==> src/rtl/uart_cmd_responder.sv <==
// uart_cmd_responder: byte command decoder for a 16 x 8 register space.
// Read command  : 0000_aaaa       -> one response byte (register or status_i at 15)
// Write command : 1000_aaaa, data -> ACK_BYTE
// Optional feature macro: UART_CMD_NAK_EN (answer invalid commands with NAK_BYTE).
//
// state  | meaning
// -------+---------------------------------------------------------------
// S_CMD  | idle, waiting for a command byte
// S_DATA | write command accepted, waiting for its data byte
// S_RESP | response byte presented on tx_data/tx_ready until tx_ack
// S_ERR  | uart framing error seen, frozen until sys_rst

module uart_cmd_responder #(
  parameter logic [7:0] ACK_BYTE   = 8'h06,
  parameter logic [7:0] NAK_BYTE   = 8'h15,
  parameter logic [7:0] CTRL_RESET = 8'h00
) (
  input  logic       sys_clk,
  input  logic       sys_rst,
  input  logic [7:0] rx_data,
  input  logic       rx_ready,
  output logic       rx_ack,
  input  logic       rx_error,
  output logic [7:0] tx_data,
  output logic       tx_ready,
  input  logic       tx_ack,
  input  logic [7:0] status_i,
  output logic [7:0] ctrl_o,
  output logic       err_o,
  output logic       busy_o
);

  typedef enum logic [1:0] {
    S_CMD  = 2'd0,
    S_DATA = 2'd1,
    S_RESP = 2'd2,
    S_ERR  = 2'd3
  } state_t;

  state_t     state;
  logic [3:0] addr;
  logic [7:0] regs [15];
  logic [7:0] read_value;
  logic       cmd_invalid;
  logic       cmd_write;

`ifndef UART_CMD_NAK_EN
  // Invalid commands are silently dropped, so the NAK byte has no consumer.
  logic nak_unused;
  assign nak_unused = ^NAK_BYTE;
`endif

  assign cmd_invalid = (rx_data[6:4] != 3'b000);
  assign cmd_write   = rx_data[7];
  assign ctrl_o      = regs[0];
  assign busy_o      = (state != S_CMD);

  // A byte is consumed only where the FSM below acts on it; error and reset win.
  always_comb begin
    rx_ack = rx_ready && ((state == S_CMD) || (state == S_DATA)) && !rx_error && !sys_rst;
  end

  // Read mux; address 15 is the live status input, sampled when the command is consumed.
  always_comb begin
    read_value = 8'h00;
    if (rx_data[3:0] == 4'hF) read_value = status_i;
    else                      read_value = regs[rx_data[3:0]];
  end

  // Command FSM with registered response and error outputs.
  always_ff @(posedge sys_clk) begin
    if (sys_rst) begin
      state    <= S_CMD;
      addr     <= 4'h0;
      tx_data  <= 8'h00;
      tx_ready <= 1'b0;
      err_o    <= 1'b0;
      for (int i = 1; i < 15; i++) regs[i] <= 8'h00;
      regs[0]  <= CTRL_RESET;
    end else if (rx_error) begin
      state    <= S_ERR;
      err_o    <= 1'b1;
      tx_ready <= 1'b0;
    end else begin
      case (state)
        S_CMD: begin
          if (rx_ready) begin
            if (cmd_invalid) begin
`ifdef UART_CMD_NAK_EN
              tx_data  <= NAK_BYTE;
              tx_ready <= 1'b1;
              state    <= S_RESP;
`endif
            end else if (cmd_write) begin
              addr  <= rx_data[3:0];
              state <= S_DATA;
            end else begin
              tx_data  <= read_value;
              tx_ready <= 1'b1;
              state    <= S_RESP;
            end
          end
        end
        S_DATA: begin
          if (rx_ready) begin
            // Writes to address 15 are accepted and acknowledged but go nowhere.
            if (addr != 4'hF) regs[addr] <= rx_data;
            tx_data  <= ACK_BYTE;
            tx_ready <= 1'b1;
            state    <= S_RESP;
          end
        end
        S_RESP: begin
          if (tx_ack) begin
            tx_ready <= 1'b0;
            state    <= S_CMD;
          end
        end
        default: begin
          state <= S_ERR;
        end
      endcase
    end
  end

endmodule
==> config.mk <==
export PLATFORM = sky130hd
export DESIGN_NAME = uart_cmd_responder
export DESIGN_NICKNAME = d
export VERILOG_FILES = /design/src/rtl/uart_cmd_responder.sv
export SDC_FILE = /design/constraint.sdc
export NUM_CORES = 1
export LEC_CHECK = 0
export CORE_AREA = 8 8 145 147
export DETAILED_ROUTE_END_ITERATION = 8
export DIE_AREA = 0 0 153 155
export PLACE_DENSITY = 0.53
export SKIP_LAST_GASP = 1
export SLEW_MARGIN = 25
export SYNTH_ARGS = -nofsm -noshare
export SYNTH_HDL_FRONTEND = slang
export SYNTH_SLANG_ARGS = --single-unit
==> constraint.sdc <==
create_clock -name sys_clk -period 4.8 [get_ports sys_clk]
set_input_delay 1.44 -clock sys_clk [delete_from_list [all_inputs] [get_ports sys_clk]]
set_output_delay 1.44 -clock sys_clk [all_outputs]
set_load 0.005 [all_outputs]
==> results by stage <==
Timing:
- The clock arrives with 8.253 ps of skew.
- The post-route clock period utilization is 93.40%.
- Setup violations remaining at the end of the flow were counted as 0.
- The post-layout worst setup margin is 317.0 ps.
- For the pin with the worst max-slew slack, the measured transition is 819.7 ps.
- The final number of max-transition violations is 0.
- The clock period minus final worst setup slack is 4483 ps.
- Setup repair after global routing left no endpoint under its margin.
- Measured against its own limit, the worst slew margin works out to 45.18%.
- The setup TNS is 0 ps.
- The number of hold-slack violations in the final timing report was 0.
- The maximum operating frequency is 0.2231 GHz.

Clock tree:
- The clock-pin slew of the registers on the worst-case setup and hold paths is 60 ps.
- The H-tree was split into 4 levels.
- The clock sink count is 136.
- The clock network latency to the later pin of the worst-skew pair is 420 ps.
- Post-CTS repair changed the size of 0 cells.
- The post-CTS setup repair buffer count is 0.
- The total clock buffers created by CTS is 17.
- TritonCTS built the clock tree.
- The maximum count of clock buffers along a single path is 2.
- The number of buffers inserted for hold repair after clock tree synthesis is 0.
- The root buffer cell chosen for the clock tree is sky130_fd_sc_hd__clkbuf_16.

GRT:
- Global routing used 13.42% of the available tracks.
- The leftover overflow at the end of global routing is 0.
- The initial antenna violation count is 0.
- Global routing used 17.40% of the available met1 tracks.
- The number of global-route vias before repair is 4093.
- The routing usage on met2 is 21.39%.
- The pin count of the biggest net entering global routing is 41.
- The most utilized layer in the global route result is met2.
- The global-route met3 utilization is 2.580%.
- The wire length of the first global-routing pass is 23850 um.

Setup path:
- The path depth of the worst reg2reg path is 4.
- STA classifies the critical path startpoint as an input port.
- Of all nets on the critical path, the largest fanout is 7.
- The origin of the critical flop-to-flop path is state[1].
- The most used cell along the critical path is sky130_fd_sc_hd__clkdlybuf4s50_1.
- The largest incremental delay on the critical path is 580 ps.
- For this design, the slowest cell found on the critical path is sky130_fd_sc_hd__clkdlybuf4s50_1.
- Setup slack on the worst reg-to-reg path comes out at 2680 ps.
- The end of the worst register-to-register path is regs[2][5].
- The data arrival time at the worst-slack endpoint is 3040 ps.
- The critical path is of the in -> out type.
- Walking the worst path, the cells encountered are clkdlybuf4s50_1 -> nor4b_4 -> clkdlybuf4s50_1.
- The worst setup path is captured at a primary output.
- The worst path required time is 3360 ps.

Placement:
- In this run the tool buffered the top-level ports with 40 buffer cells.
- The post-placement cell count is 755.
- The sum of net half-perimeters after detailed placement is 10520 um.
- The pre-CTS setup slack is 334.8 ps.
- The routability-driven placement congestion ratio is 0.7822.

Yosys:
- The synthesized netlist devotes 0% of its cell area to adder and majority cells.
- The fraction of post-synthesis cell area in the top cell type by area is 56.26%.
- The share of the synthesized area in compound gates (AO/OA/AOI/OAI) is 5.821%.
- The dominant cell type by area after synthesis is sky130_fd_sc_hd__edfxtp_1.
- The portion of netlist area occupied by mux cells is 9.885%.
- Ranked by total cell area, the synthesized netlist is headed by sky130_fd_sc_hd__edfxtp_1 (56%), sky130_fd_sc_hd__and2_1 (12%), sky130_fd_sc_hd__mux2i_1 (5.3%).
- In this run, distinct cell masters in the synthesized netlist total 39.
- The cell area that synthesis handed to floorplanning was 0.006405 mm^2.
- Of all flip-flops after synthesis, the portion carrying an async set or reset was 0%.
- In the synthesized netlist the dominant register cell turns out to be sky130_fd_sc_hd__edfxtp_1.
- The register bit count reported by yosys is 136.
- The Yosys step of the flow raised 0 warnings.
- In this run, synthesis inferred 120 flip-flops with an integrated enable.
- The most common cell in the netlist is sky130_fd_sc_hd__and2_1.
- After Yosys synthesis, and, or, nand and nor cells account for 20.34% of the synthesized area.
- The largest family of logic cells by synthesized area is simple AND/OR/NAND/NOR gates.
- The synthesized netlist devotes 0% of its cell area to XOR and XNOR gates.
- Sorting the synthesized cells by how often they occur yields sky130_fd_sc_hd__and2_1 (121), sky130_fd_sc_hd__edfxtp_1 (120), sky130_fd_sc_hd__mux2i_1 (34).
- The mean area per synthesized cell is 13.29 um^2.
- The post-synthesis sequential area ratio is 61.26%.
- Counting every net in the synthesized netlist gives 503.
- Synthesis produced 482 cells.

Floorplanning:
- The die area is 0.02372 mm^2.
- Measured along the y axis, the die boundary spans 155 um.
- The starting density of the core is 33.80%.
- The initialized floorplan defines 51 standard-cell rows.
- The core footprint is 0.01895 mm^2.
- 41 I/O pins were placed.
- The x dimension of the die is 153 um.

Outcome:
- The flow ran to the end, and the final reports show no timing, DRC or antenna violations.

Min path:
- For hold timing, the worst endpoint is err_o.
- The number of cells on the worst hold path is 2.
- The worst hold path startpoint is err_o.
- The worst hold path belongs to the class reg -> reg.

Pwr:
- Dividing total power by cell area gives a power density of 378.8 mW/mm^2.
- The peak supply drop is 255.8 uV.
- For this design the static power due to leakage is 2.928 nW.

Routing:
- For this run, design rule violations remaining after detail routing come to 0.
- The violation count after the first detailed-routing iteration is 197.
- In this run the remaining antenna-violating nets after routing total 0.
- The post-detailed-routing wire length is 15250 um.
- Across all layers, the routed design uses 3905 vias.
- The number of optimization iterations in the first detailed-route pass is 4.
- The per-cell routed wire length is 19.37 um.
- Dividing the detail-routed via count by the number of cells gives 4.962.

Layout:
- The final layout contains 557 nets.
- In the final layout, flip-flops and latches occupy 0.003924 mm^2.
- The multi-input logic area is 0.002308 mm^2.
- The count of cells in the finished layout, fillers not included, comes to 787.
- The share of cells above drive strength 1 is 16.76%.
- Compared with the post-synthesis result, the final layout area differs by 21.53%.
- The repair_antennas step left the layout with diodes totalling 0.
- The layout has 1734 filler cells.

Job:
- Across the run, the number of max-cap violations was 0.
==> critical path, delay by kind of cell <==
family / cells / cell delay, ps
buf+inv: 2 / 1140
simple gates: 1 / 460
==> layer usage <==
metal	wire (um)	part of all wire, %
met2	7194	47
met5	0	0
met4	357	2.3
met3	507	3.3
met1	7188	47
==> area by class of cell <==
cell class	count	share of cell area (%)
Sequential cell	136	50.41
Multi-Input combinational cell	312	29.66
Inverter	5	0.2411
Tap cell	238	3.826
Timing Repair Buffer	64	7.555
Clock inverter	12	2.572
Clock buffer	20	5.739
==> per-stage QoR <==
stage	utilization, %	cell area [um^2]	power (mW)	hold WS (ps)
after floorplan	-	6405	1.472	461.0
after global routing	41.07	7784	3.034	504.5
after detailed placement	37.66	7137	1.561	464.2
after CTS	41.07	7784	2.972	489.7
final	41.07	7784	2.948	479.8
after global placement	37.66	7137	1.559	474.8
==> kinds of logic (layout without fill, tap and decap cells) <==
group / count (synthesis) / count (layout)
and+or+nand+nor: 212 / 212
muxes: 50 / 50
buffers and inverters: 34 / 101
AOI/OAI and AO/OA: 50 / 50
DFF: 136 / 136
==> cells in the final DEF, fill, tap and decap left out, types with 3 or more instances in the layout <==
cell type / synthesis / routed
sky130_fd_sc_hd__a21oi_1: 8 / 8
sky130_fd_sc_hd__nand4_1: 3 / 3
sky130_fd_sc_hd__a22oi_1: 12 / 12
sky130_fd_sc_hd__nor2_1: 28 / 28
sky130_fd_sc_hd__a221oi_1: 3 / 3
sky130_fd_sc_hd__o21ai_0: 3 / 3
sky130_fd_sc_hd__clkbuf_16: 0 / 17
sky130_fd_sc_hd__and2_1: 121 / 121
sky130_fd_sc_hd__nor2b_1: 6 / 6
sky130_fd_sc_hd__clkdlybuf4s50_1: 0 / 39
sky130_fd_sc_hd__nor3_2: 4 / 4
sky130_fd_sc_hd__buf_4: 4 / 23
sky130_fd_sc_hd__dfxtp_1: 16 / 16
sky130_fd_sc_hd__o211ai_1: 4 / 4
sky130_fd_sc_hd__and3_1: 7 / 7
sky130_fd_sc_hd__clkinvlp_4: 0 / 3
sky130_fd_sc_hd__o221ai_1: 6 / 6
sky130_fd_sc_hd__mux4_2: 10 / 10
sky130_fd_sc_hd__nand3b_1: 8 / 8
sky130_fd_sc_hd__inv_1: 5 / 5
sky130_fd_sc_hd__edfxtp_1: 120 / 120
sky130_fd_sc_hd__mux2_2: 6 / 6
sky130_fd_sc_hd__or2_2: 16 / 16
sky130_fd_sc_hd__bufinv_16: 0 / 5
sky130_fd_sc_hd__nand2b_1: 10 / 10
sky130_fd_sc_hd__mux2i_1: 34 / 34
sky130_fd_sc_hd__o41ai_1: 6 / 6
==> power breakdown <==
| part | internal, mW | switching [mW] | leakage (nW) |
|---|---|---|---|
| clock | 0.934 | 0.480 | 0.306 |
| combinational | 0.0839 | 0.112 | 1.25 |
| sequential | 1.32 | 0.0162 | 1.37 |
| total | 2.34 | 0.608 | 2.93 |
==> registers in the layout, summed over array words and instances, names as in the netlist <==
register	cells
tx_data	8
state	2
err_o	1
addr	4
tx_ready	1
regs	120
==> how the worst max path moves through the flow <==
stage,to,startpoint,cells past startpoint
2_1_floorplan,rx_ack,rx_error,1
4_1_cts,rx_ack,rx_error,3
5_1_grt,rx_ack,rx_error,3
3_5_place_dp,rx_ack,rx_error,3
3_3_place_gp,rx_ack,rx_error,3
6_report,rx_ack,rx_error,3
Power figures use the tool's default switching activity.
